$ cat src/rtl/axis_frame_arb_if.sv
// Stream bundle between NUM_SRC generators and one downstream consumer.
// The arbiter sits on the slave modport; the generator/consumer side uses master.
interface axis_frame_arb_if #(
    parameter int NUM_SRC = 4,
    parameter int DATAW   = 64
);
    logic [NUM_SRC-1:0]       s_vld;
    logic [NUM_SRC-1:0]       s_last;
    logic [NUM_SRC*DATAW-1:0] s_data;
    logic [NUM_SRC-1:0]       s_rdy;
    logic                     m_vld;
    logic                     m_last;
    logic [DATAW-1:0]         m_data;
    logic                     m_rdy;

    modport slave (
        input  s_vld, s_last, s_data, m_rdy,
        output s_rdy, m_vld, m_last, m_data
    );

    modport master (
        output s_vld, s_last, s_data, m_rdy,
        input  s_rdy, m_vld, m_last, m_data
    );
endinterface

$ cat src/rtl/axis_frame_arb.sv
// Frame-atomic round-robin arbiter: one source owns the output from its first
// beat until its last-beat handshake, so frames never interleave.
// Optional feature: define AXIS_ARB_SRC_ID_EN to add the m_id output that
// tags each beat with the index of its source.
module axis_frame_arb #(
    parameter  int NUM_SRC = 4,
    parameter  int DATAW   = 64,
    localparam int IDW     = $clog2(NUM_SRC)
) (
    input  logic                  clk,
    input  logic                  s_rst_n,
    axis_frame_arb_if.slave       bus,
    output logic                  busy,
`ifdef AXIS_ARB_SRC_ID_EN
    output logic [IDW-1:0]        m_id,
`endif
    output logic [IDW-1:0]        grant
);

    typedef enum logic {
        IDLE = 1'b0,
        BUSY = 1'b1
    } state_t;

    state_t           state_q, state_d;
    logic [IDW-1:0]   grant_q, grant_d;
    logic [DATAW-1:0] src_data [NUM_SRC];
    logic             found;
    int               idx;

    // Unpack the flat data bus so the owner's word is selected by a plain index.
    for (genvar i = 0; i < NUM_SRC; i++) begin : g_unpack
        assign src_data[i] = bus.s_data[i*DATAW +: DATAW];
    end

    // State and grant pointer registers; reset leaves source 0 first in line.
    always_ff @(posedge clk) begin
        if (!s_rst_n) begin
            state_q <= IDLE;
            grant_q <= IDW'(NUM_SRC - 1);
        end else begin
            // NOTE: non-blocking here so every flop samples pre-edge values.
            state_q <= state_d;
            grant_q <= grant_d;
        end
    end

    // Round-robin pick in IDLE, combinational pass-through of the owner in BUSY.
    always_comb begin
        // NOTE: every output gets a default first so no path infers a latch.
        state_d    = state_q;
        grant_d    = grant_q;
        found      = 1'b0;
        idx        = 0;
        bus.m_vld  = 1'b0;
        bus.m_last = 1'b0;
        bus.m_data = '0;
        bus.s_rdy  = '0;
        // Outputs stay quiet during the reset cycle so no beat is forwarded
        // or accepted from a frame that reset is about to abandon.
        if (s_rst_n) begin
            unique case (state_q)
                IDLE: begin
                    for (int k = 1; k <= NUM_SRC; k++) begin
                        idx = (int'(grant_q) + k) % NUM_SRC;
                        if (!found && bus.s_vld[IDW'(idx)]) begin
                            found   = 1'b1;
                            grant_d = IDW'(idx);
                            state_d = BUSY;
                        end
                    end
                end
                BUSY: begin
                    bus.m_vld          = bus.s_vld[grant_q];
                    bus.m_last         = bus.s_last[grant_q];
                    bus.m_data         = src_data[grant_q];
                    bus.s_rdy[grant_q] = bus.m_rdy;
                    if (bus.m_vld && bus.m_rdy && bus.m_last) begin
                        state_d = IDLE;
                    end
                end
                default: state_d = IDLE;
            endcase
        end
    end

    assign busy  = (state_q == BUSY);
    assign grant = grant_q;

`ifdef AXIS_ARB_SRC_ID_EN
    assign m_id = bus.m_vld ? grant_q : '0;
`endif

endmodule

$ cat src/flat_wrapper.sv
// flat-port wrapper written by rule: the top's interface ports become plain ports
module axis_frame_arb_flat 
#(
    parameter  int NUM_SRC = 4,
    parameter  int DATAW   = 64,
    localparam int IDW     = $clog2(NUM_SRC)
)
  (clk, s_rst_n, busy, grant, bus_s_vld, bus_s_last, bus_s_data, bus_m_rdy, bus_s_rdy, bus_m_vld, bus_m_last, bus_m_data);
  axis_frame_arb_if #(.NUM_SRC(NUM_SRC), .DATAW(DATAW)) bus_i ();
  input  logic clk;
  input  logic s_rst_n;
  output logic busy;
  output logic [IDW-1:0] grant;
  input wire logic [$bits(bus_i.s_vld)-1:0] bus_s_vld;
  input wire logic [$bits(bus_i.s_last)-1:0] bus_s_last;
  input wire logic [$bits(bus_i.s_data)-1:0] bus_s_data;
  input wire logic [$bits(bus_i.m_rdy)-1:0] bus_m_rdy;
  output wire logic [$bits(bus_i.s_rdy)-1:0] bus_s_rdy;
  output wire logic [$bits(bus_i.m_vld)-1:0] bus_m_vld;
  output wire logic [$bits(bus_i.m_last)-1:0] bus_m_last;
  output wire logic [$bits(bus_i.m_data)-1:0] bus_m_data;
  assign bus_i.s_vld = bus_s_vld;
  assign bus_i.s_last = bus_s_last;
  assign bus_i.s_data = bus_s_data;
  assign bus_i.m_rdy = bus_m_rdy;
  assign bus_s_rdy = bus_i.s_rdy;
  assign bus_m_vld = bus_i.m_vld;
  assign bus_m_last = bus_i.m_last;
  assign bus_m_data = bus_i.m_data;
  axis_frame_arb #(.NUM_SRC(NUM_SRC), .DATAW(DATAW)) u_core (.clk(clk), .s_rst_n(s_rst_n), .bus(bus_i), .busy(busy), .grant(grant));
endmodule
$ cat config.mk
export PLATFORM = sky130hd
export DESIGN_NAME = axis_frame_arb_flat
export DESIGN_NICKNAME = d
export VERILOG_FILES = /design/src/rtl/axis_frame_arb_if.sv /design/src/rtl/axis_frame_arb.sv /design/src/flat_wrapper.sv
export SDC_FILE = /design/constraint.sdc
export NUM_CORES = 1
export LEC_CHECK = 0
export CAP_MARGIN = 20
export CELL_PAD_IN_SITES_DETAIL_PLACEMENT = 0
export CELL_PAD_IN_SITES_GLOBAL_PLACEMENT = 1
export CORE_AREA = 2 2 133 135
export DETAILED_ROUTE_END_ITERATION = 6
export DIE_AREA = 0 0 135 137
export PLACE_DENSITY_LB_ADDON = 0.1
export SLEW_MARGIN = 20
export SYNTH_ARGS = -nofsm -noshare
export SYNTH_HDL_FRONTEND = slang
export SYNTH_SLANG_ARGS = --single-unit
$ cat constraint.sdc
create_clock -name clk -period 4 [get_ports clk]
set_input_delay 1 -clock clk [delete_from_list [all_inputs] [get_ports clk]]
set_output_delay 1 -clock clk [all_outputs]
set_load 0.05 [all_outputs]
# Yosys cells after proc, flatten, opt, wreduce, memory -nomap -nowiden
# Index checks and enable logic that the tools add are counted.
# totals
elab_cells	74
ff_bits	3
out_inout_bits	73
# op_classes
muxes	47
n_bitwise	3
n_reduce_logical	11
n_lt_le_gt_ge	7
add_sub_neg	4
# op_table
operator	count
$mux W64	4
$bmux W64 S2	1
$mux W1	28
$lt A2 B4 Y1 const B	4
$bmux W1 S2	6
$mux W2	4
$mux W4	2
$logic_and A1 B1 Y1	6
$add A2 B1 Y2 const B	2
$add A2 B2 Y2 const B	2
$and A4 B4 Y4	1
$reduce_bool A4 Y1	1
$ge A3 B3 Y1 const B	1
$logic_not A1 Y1	3
$lt A2 B3 Y1 const B	1
$not A2 Y3	1
$demux W1 S2	1
$ge A2 B1 Y1 const B	1
$pmux W1 S2	1
$reduce_and A2 Y1	1
$not A1 Y1	1

# Depth between registers and ports, before layout
# Gate-level depths: netlist (run 1).
# depth
ltp_word	21
mapped_depth	8

# Worst setup path after synthesis (run 1)
# Ideal clock, no wire load.
# synth_path
path_type	reg-to-output
start	register u_core.grant_q[0], in the netlist u_core.grant[0]
end	output port bus_m_data[10]
stages_incl_launch_ff	5
arrival_ps	2022
slack_ps	978
n_path_buf	2
cell_sequence	dfxtp_1 buf_6 buf_2 mux4_2 and2_1
# synth_via
elab_chain_cells	6
# synth_lines
element	line_no	source
start, declared	axis_frame_arb.sv:26	logic [IDW-1:0] grant_q, grant_d;
start signal, assigned	axis_frame_arb.sv:40	grant_q <= IDW'(NUM_SRC - 1);
start signal, assigned	axis_frame_arb.sv:44	grant_q <= grant_d;
$not A2 Y3 (not written as such)	axis_frame_arb.sv:76	bus.m_data = src_data[grant_q];
$bmux W64 S2	axis_frame_arb.sv:76	
$mux W64 (not written as such) (2 in series)	axis_frame_arb.sv:76	
$mux W64	axis_frame_arb.sv:62	unique case (state_q)
$mux W64	axis_frame_arb.sv:61	if (s_rst_n) begin
end, declared	flat_wrapper.sv:21	output wire logic [$bits(bus_i.m_data)-1:0] bus_m_data;
# Every way passes these cells. The select of a mux whose other input is x is not followed.

# Worst setup path in the final report (run 1)
# layout_path
start	input port s_rst_n
end	output port bus_m_data[43]
# layout_via
elab_chain_cells	1
# layout_lines
element	line_no	source
start, declared	flat_wrapper.sv:11	input logic s_rst_n;
$mux W64	axis_frame_arb.sv:61	
# Every way passes these cells.

==> metrics, run 1 <==
die width 135 µm; Iter 0 DRT Violations 33; post-synth top area share 65.37%; top cells by count, synth mux4_2 (69), and2_1 (67), clkbuf_1 (13); Initial Utilization 13.94%; Power Total 2475 µW; Max Slew Vio Count 0; CTS buffer count 3; CP arrival 2.48 ns; nets@finish 796; clock share of power 6.5%; Gate Count Post-Synth 198; CTS H-Tree Depth 1; Die H 137 µm; Post-CTS Resized 0; clock latency at the later pin of the worst-skew pair 0.23 ns; worst hold stages 2; Yosys warnings 0; worst reg2reg path depth 7; postcts setup bufs 0; CTS Buffer Depth 2; clk sinks 3; Register-to-Register Setup Slack 1.40 ns; num ports 340; outcome finished, final reports clean; Max-Cap Viols 0; drc violations 0; cell area after synthesis 2377 µm²; sequential area share after synthesis 2.526%; Core ar. 17060 µm²; critical path class input pin to output pin; worst-path maximum fanout 39; fillers 1635; Final setup viols 0; fin crit period 3.479 ns; 1st-pass router iterations 4; die area 18500 µm²; P per Cell Area 363.8 nW/µm²; clock skew 0.003106 ns; #FFs+latches synth 3; first-pass GRT wire length 19480 µm; WL per Instance 17.93 µm; P_leak 0.002561 µW; Synth area leaders mux4_2 (65%), and2_1 (18%), dfxtp_1 (2.5%); final antenna-violating net count 0; Post-synth EDFFs 0; Seq pwr share 6.8%; Reg area 67.56 µm²; vias in the first global route 3434; initial antenna violation count 0; Ant. Diodes 0; max frequency 287.5 MHz; Unique masters post-synth 27; layout cell share with drive strength beyond 1 29.01%; Area Overhead vs Synth 186.2%; Tightest Pin Transition 0.5646 ns; most common cell in the synthesized netlist mux4_2; Gate power share 86.7%; Total Wirelength 13430 µm; Net Count, Synth 469; reg2reg end u_core.grant[1]; Startpoint Class input pin; worst hold slack 0.6030 ns; vias 3178; hold violation count in the final report 0; Syn Area/Cell 12.01 µm²; CP Data Required Time 3.00 ns; Switch Pwr 1047 µW; most used flip-flop cell after synthesis dfxtp_1; FP Rows 48; DP HPWL 11730 µm; ys async rst share 0%; area of the multi-input gates 2188 µm²; grt ovf 0; worst ir drop on vdd 0.1170 mV; TNS Setup 0 ns; RSZ-0062 raised after global routing false; GRT Util Overall 13.65%; Reg clk slew, reported paths 0.03 ns; Final Util 39.88%; worst hold start u_core.busy; Power Internal 1428 µW; CP Capture Type output pin; fin crit share 86.97%; vias per inst 4.243; Slew HR 62.36%; Hold Path Sink u_core.busy; Hold Crit Class flop to flop; CTS tree done; routability cong. 0.7148; reg2reg start u_core.grant[0]; Switching Share 42.28%; clk root buf clkbuf_16; largest net degree at the start of global routing 41; Yosys top cell by area mux4_2; IO buf count 339; hold_buf cts 0
## flip-flops by register name (all words and copies together), names as in the netlist
register,flops
u_core.busy,1
u_core.grant,2
## kinds of logic (layout without fill, tap and decap cells)
| group | Yosys count | count (layout) | synth area share, % |
|---|---|---|---|
| AOI/OAI and AO/OA | 8 | 8 | 2.316 |
| adders and majority gates | 4 | 4 | 2.105 |
| buffers and inverters | 28 | 354 | 5.473 |
| DFF | 3 | 3 | 2.526 |
| muxes | 69 | 69 | 65.37 |
| and+or+nand+nor | 86 | 86 | 22.21 |
## power by group through the flow
stage          logic [µW]  clock network, µW  registers (µW)
2_1_floorplan        1310                  0            85.3
3_3_place_gp         2170                  0             178
3_5_place_dp         2180                  0             180
4_1_cts              2180                163             181
5_1_grt              2270                169             189
6_report             2150                161             169
## how the worst max path moves through the flow
stage	from	end	slack, ns
floorplan	u_core.grant[0]	bus_m_data[10]	0.98
global placement	s_rst_n	bus_m_data[17]	0.52
detailed placement	s_rst_n	bus_m_data[43]	0.48
CTS	s_rst_n	bus_m_data[43]	0.48
global route	s_rst_n	bus_m_data[35]	0.40
finish	s_rst_n	bus_m_data[43]	0.52
## metrics by stage
| stage | area (µm²) | cells | setup WS [ns] |
|---|---|---|---|
| finish | 6803 | 749 | 0.5214 |
| global route | 6803 | 749 | 0.3987 |
| CTS | 6803 | 749 | 0.4821 |
| detailed placement | 6724 | 745 | 0.4801 |
| global placement | 6724 | 745 | 0.5239 |
| floorplan | 2377 | 198 | 0.9778 |
## area by class of cell
type / instances / share of cell area [%]
multi-input cells: 167 / 32.17
inverters: 4 / 0.2207
clock buffers: 4 / 1.159
flip-flops and latches: 3 / 0.9932
well taps: 225 / 4.138
repair buffers: 346 / 61.32
## worst max-delay path, stage by stage
cell	delay, ns
clkdlybuf4s50_1	0.56
and2_2	0.18
buf_4	0.32
and2_1	0.25
buf_12	0.15
## layer usage
layer / GRT usage [%] / wire (µm)
met4: 2.141 / 92
met2: 27.16 / 7327
met3: 5.148 / 1700
met5: 0 / 0
met1: 13.62 / 4306
## placed cells by master (no fill, tap or decap), drive strengths merged, types with 3 or more instances in the layout
cell type,instances
clkbuf,4
dfxtp,3
nor2,3
inv,4
mux4,69
clkdlybuf4s50,269
buf,77
and3,4
ha,4
and2,67
No activity file was read; power rests on OpenSTA's default activity.
==> inputs of run 2 (changes only) <==
--- a/config.mk
+++ b/config.mk
@@ -5,12 +5,12 @@
 export SDC_FILE = /design/constraint.sdc
 export NUM_CORES = 1
 export LEC_CHECK = 0
-export CAP_MARGIN = 20
 export CELL_PAD_IN_SITES_DETAIL_PLACEMENT = 0
 export CELL_PAD_IN_SITES_GLOBAL_PLACEMENT = 1
 export CORE_AREA = 2 2 133 135
 export DETAILED_ROUTE_END_ITERATION = 6
 export DIE_AREA = 0 0 135 137
+export GPL_TIMING_DRIVEN = 1
 export PLACE_DENSITY_LB_ADDON = 0.1
 export SLEW_MARGIN = 20
 export SYNTH_ARGS = -nofsm -noshare
==> results of run 2 <==
Same layout as run 1: the final DEF is identical, and so are final timing and power.
==> RTL change 1, RTL diff (config.mk and constraints of run 2) <==
Reset style: asynchronous (`s_rst_n`), changed in one clocked block.
--- a/src/rtl/axis_frame_arb.sv
+++ b/src/rtl/axis_frame_arb.sv
@@ -34,7 +34,7 @@
     end
 
     // State and grant pointer registers; reset leaves source 0 first in line.
-    always_ff @(posedge clk) begin
+    always_ff @(posedge clk or negedge s_rst_n) begin
         if (!s_rst_n) begin
             state_q <= IDLE;
             grant_q <= IDW'(NUM_SRC - 1);
Formal check against the unedited RTL: differs if s_rst_n is asserted again (counterexample within 4 cycles, from zero or initial values and one cycle with s_rst_n low); with s_rst_n held inactive, the same outputs for 4 cycles.
==> RTL change 1 against run 2 <==
Combinational power increased by 80%; cell count decreased by 0.40%; design area increased by 0.85%; non-clock buffer count unchanged; critical endpoint is now bus_m_data[33]; power increased by 73%; area after synthesis increased by 1.8%; sequential cell count unchanged; maximum frequency increased by 0.43%; critical path type unchanged; worst setup slack improved by 0.015 ns; routed wire length increased by 8.4%; largest cell class unchanged.
==> RTL change 1: results (changes against run 2) <==
[worst_hold_path]
timing.hold.worst.start = u_core.busy

[finish]
regArea_um2 = 85.1  ; +26%
share_of_cell_area_taken_by_multi_input_logic_gates_pct = 32.2  ; about the same
final-clk-cell-share_pct = 1.15  ; -0.0097 points
final_area_um2 = 6860  ; +0.85%
finalNonFillerCells = 746  ; -0.40%
nFillCells = 1615  ; -1.2%

[pwr]
power.leakage_nw = 2.53  ; -1.3%

[sta]
maxSlewHeadroom_pct = 62.5  ; +0.12 points
final.period_utilization_pct = 86.6  ; -0.37 points

[placement]
placed_cell_area_um2 = 6780  ; +0.86%
hpwlAfterDp_um = 12500  ; +6.6%
post-place-cells = 742  ; -0.40%
dp_worst_setup_slack_ns = 0.519  ; +0.0386 ns

[global_route]
pin_count_of_the_biggest_net_entering_global_routing = 43  ; +4.9%
grt_use_met1_pct = 14.5  ; +0.90 points
grt_pass1_wl_um = 20800  ; +6.6%
grt_pass1_vias = 3580  ; +4.3%
use_met3_pct = 3.48  ; -1.7 points
globalRouteMet2Util_pct = 30.7  ; +3.5 points

[synth]
synthDistinctLibCells = 28  ; +3.7%
seq_area_frac_synth_pct = 3.21  ; +0.68 points
postSynthNetCount = 467  ; -0.43%
post_synth_inst_count = 196  ; -1.0%
ys_top_cells_by_area = mux4_2 64%, and2_1 17%, dfstp_2 2.2%
asyncSetResetFlopFracSynth_pct = 100  ; +100 points

[worst_setup_path]
regToRegStartpoint = u_core.grant[0]

[run_status]
status = finished clean

[routing]
drt-total-wl_um = 14600  ; +8.4%

[RTL change 1: changes by cell type after synthesis, sizes merged, moves of 2 or more]
cell	before	now
dfxtp	3	0
a211o	0	2
a22oi	0	2
buf	11	13
dfstp	0	2
mux2i	0	2
nand2	2	0
nor4	0	2
[RTL change 1: power by group]
part           switching (mW)  internal [mW]
registers               0.178         0.0638
logic                    1.80           2.08
clock network          0.0302          0.132
total                    2.00           2.27
[RTL change 1: cells by family (layout without fill, tap and decap cells)]
group                      after synthesis  in the layout  share of synthesized area, %
muxes                                   71             71                          65.0
buffers and inverters                   28            353                          5.64
AOI/OAI and AO/OA                       10             10                          3.00
adders and majority gates                4              4                          2.07
DFF                                      3              3                          3.21
and+or+nand+nor                         80             80                          21.0
[RTL change 1: metal layers]
layer | share of wire, % | vias up
li1 | - | 1451
met5 | 0 | -
met2 | 57 | 195
met3 | 8.8 | 14
met1 | 32 | 1521
met4 | 1.7 | 0
==> RTL change 2, RTL diff (config.mk and constraints of run 2) <==
Made on the original files. `DATAW` is set to 64 in 3 places; all go to 96.
--- a/src/rtl/axis_frame_arb_if.sv
+++ b/src/rtl/axis_frame_arb_if.sv
@@ -2,7 +2,7 @@
 // The arbiter sits on the slave modport; the generator/consumer side uses master.
 interface axis_frame_arb_if #(
     parameter int NUM_SRC = 4,
-    parameter int DATAW   = 64
+    parameter int DATAW   = 96
 );
     logic [NUM_SRC-1:0]       s_vld;
     logic [NUM_SRC-1:0]       s_last;
--- a/src/rtl/axis_frame_arb.sv
+++ b/src/rtl/axis_frame_arb.sv
@@ -4,7 +4,7 @@
 // tags each beat with the index of its source.
 module axis_frame_arb #(
     parameter  int NUM_SRC = 4,
-    parameter  int DATAW   = 64,
+    parameter  int DATAW   = 96,
     localparam int IDW     = $clog2(NUM_SRC)
 ) (
     input  logic                  clk,
--- a/src/flat_wrapper.sv
+++ b/src/flat_wrapper.sv
@@ -2,7 +2,7 @@
 module axis_frame_arb_flat 
 #(
     parameter  int NUM_SRC = 4,
-    parameter  int DATAW   = 64,
+    parameter  int DATAW   = 96,
     localparam int IDW     = $clog2(NUM_SRC)
 )
   (clk, s_rst_n, busy, grant, bus_s_vld, bus_s_last, bus_s_data, bus_m_rdy, bus_s_rdy, bus_m_vld, bus_m_last, bus_m_data);
Ports: changed (resized bus_m_data and bus_s_data); port bits go from 340 to 500. The function was not compared with the original's and may differ.
==> RTL change 2 against run 2 <==
The flow now stops in 3_2_place_iop; area after synthesis grew 43%.
==> RTL change 2: results (changes against run 2) <==
[synth]
synthDistinctLibCells = 26  ; -3.7%
ys_top_cells_by_area = mux4_2 67%, and2_1 18%, buf_6 3.3%
synthXorXnorAreaFrac_pct = 0  ; unchanged
yosys-top-cells-count = 101 x mux4_2, 99 x and2_1, 14 x clkbuf_1
asyncSetResetFlopFracSynth_pct = 0  ; unchanged
dominant_register_cell_in_the_synthesized_netlist = dfxtp_1
seq_area_frac_synth_pct = 1.76  ; -0.76 points
synth_adder_area_share_pct = 1.47  ; -0.63 points
compound_cell_area_share_of_the_yosys_netlist_pct = 1.62  ; -0.70 points
postSynthNetCount = 672  ; +43%
synth_seq_cells = 3  ; unchanged
post_synthesis_mux_area_share_pct = 66.8  ; +1.5 points
synthDominantAreaCellType = mux4_2
post_synth_inst_count = 273  ; +38%
yosys_warnings = 0  ; unchanged

[run_status]
first-error = [ERROR PPL-0024] Number of IO pins (500) exceeds maximum number of available positions (484). Increase the die perimeter from 544.00um to 680.00um.
haltStage = 3_2_place_iop
status = did not finish

[floorplanning]
die_width_um = 135  ; unchanged

RTL change 2: changes by cell type after synthesis, sizes merged:
cell,change
clkbuf,+1
buf,+10
mux4,+32
and2,+32
RTL change 2: cells by family after synthesis:
logic type / after synthesis
AND/OR/NAND/NOR: 118
flip-flops: 3
multiplexers: 101
AO/OA/AOI/OAI: 8
adder cells (fa/ha/maj): 4
buffers and inverters: 39
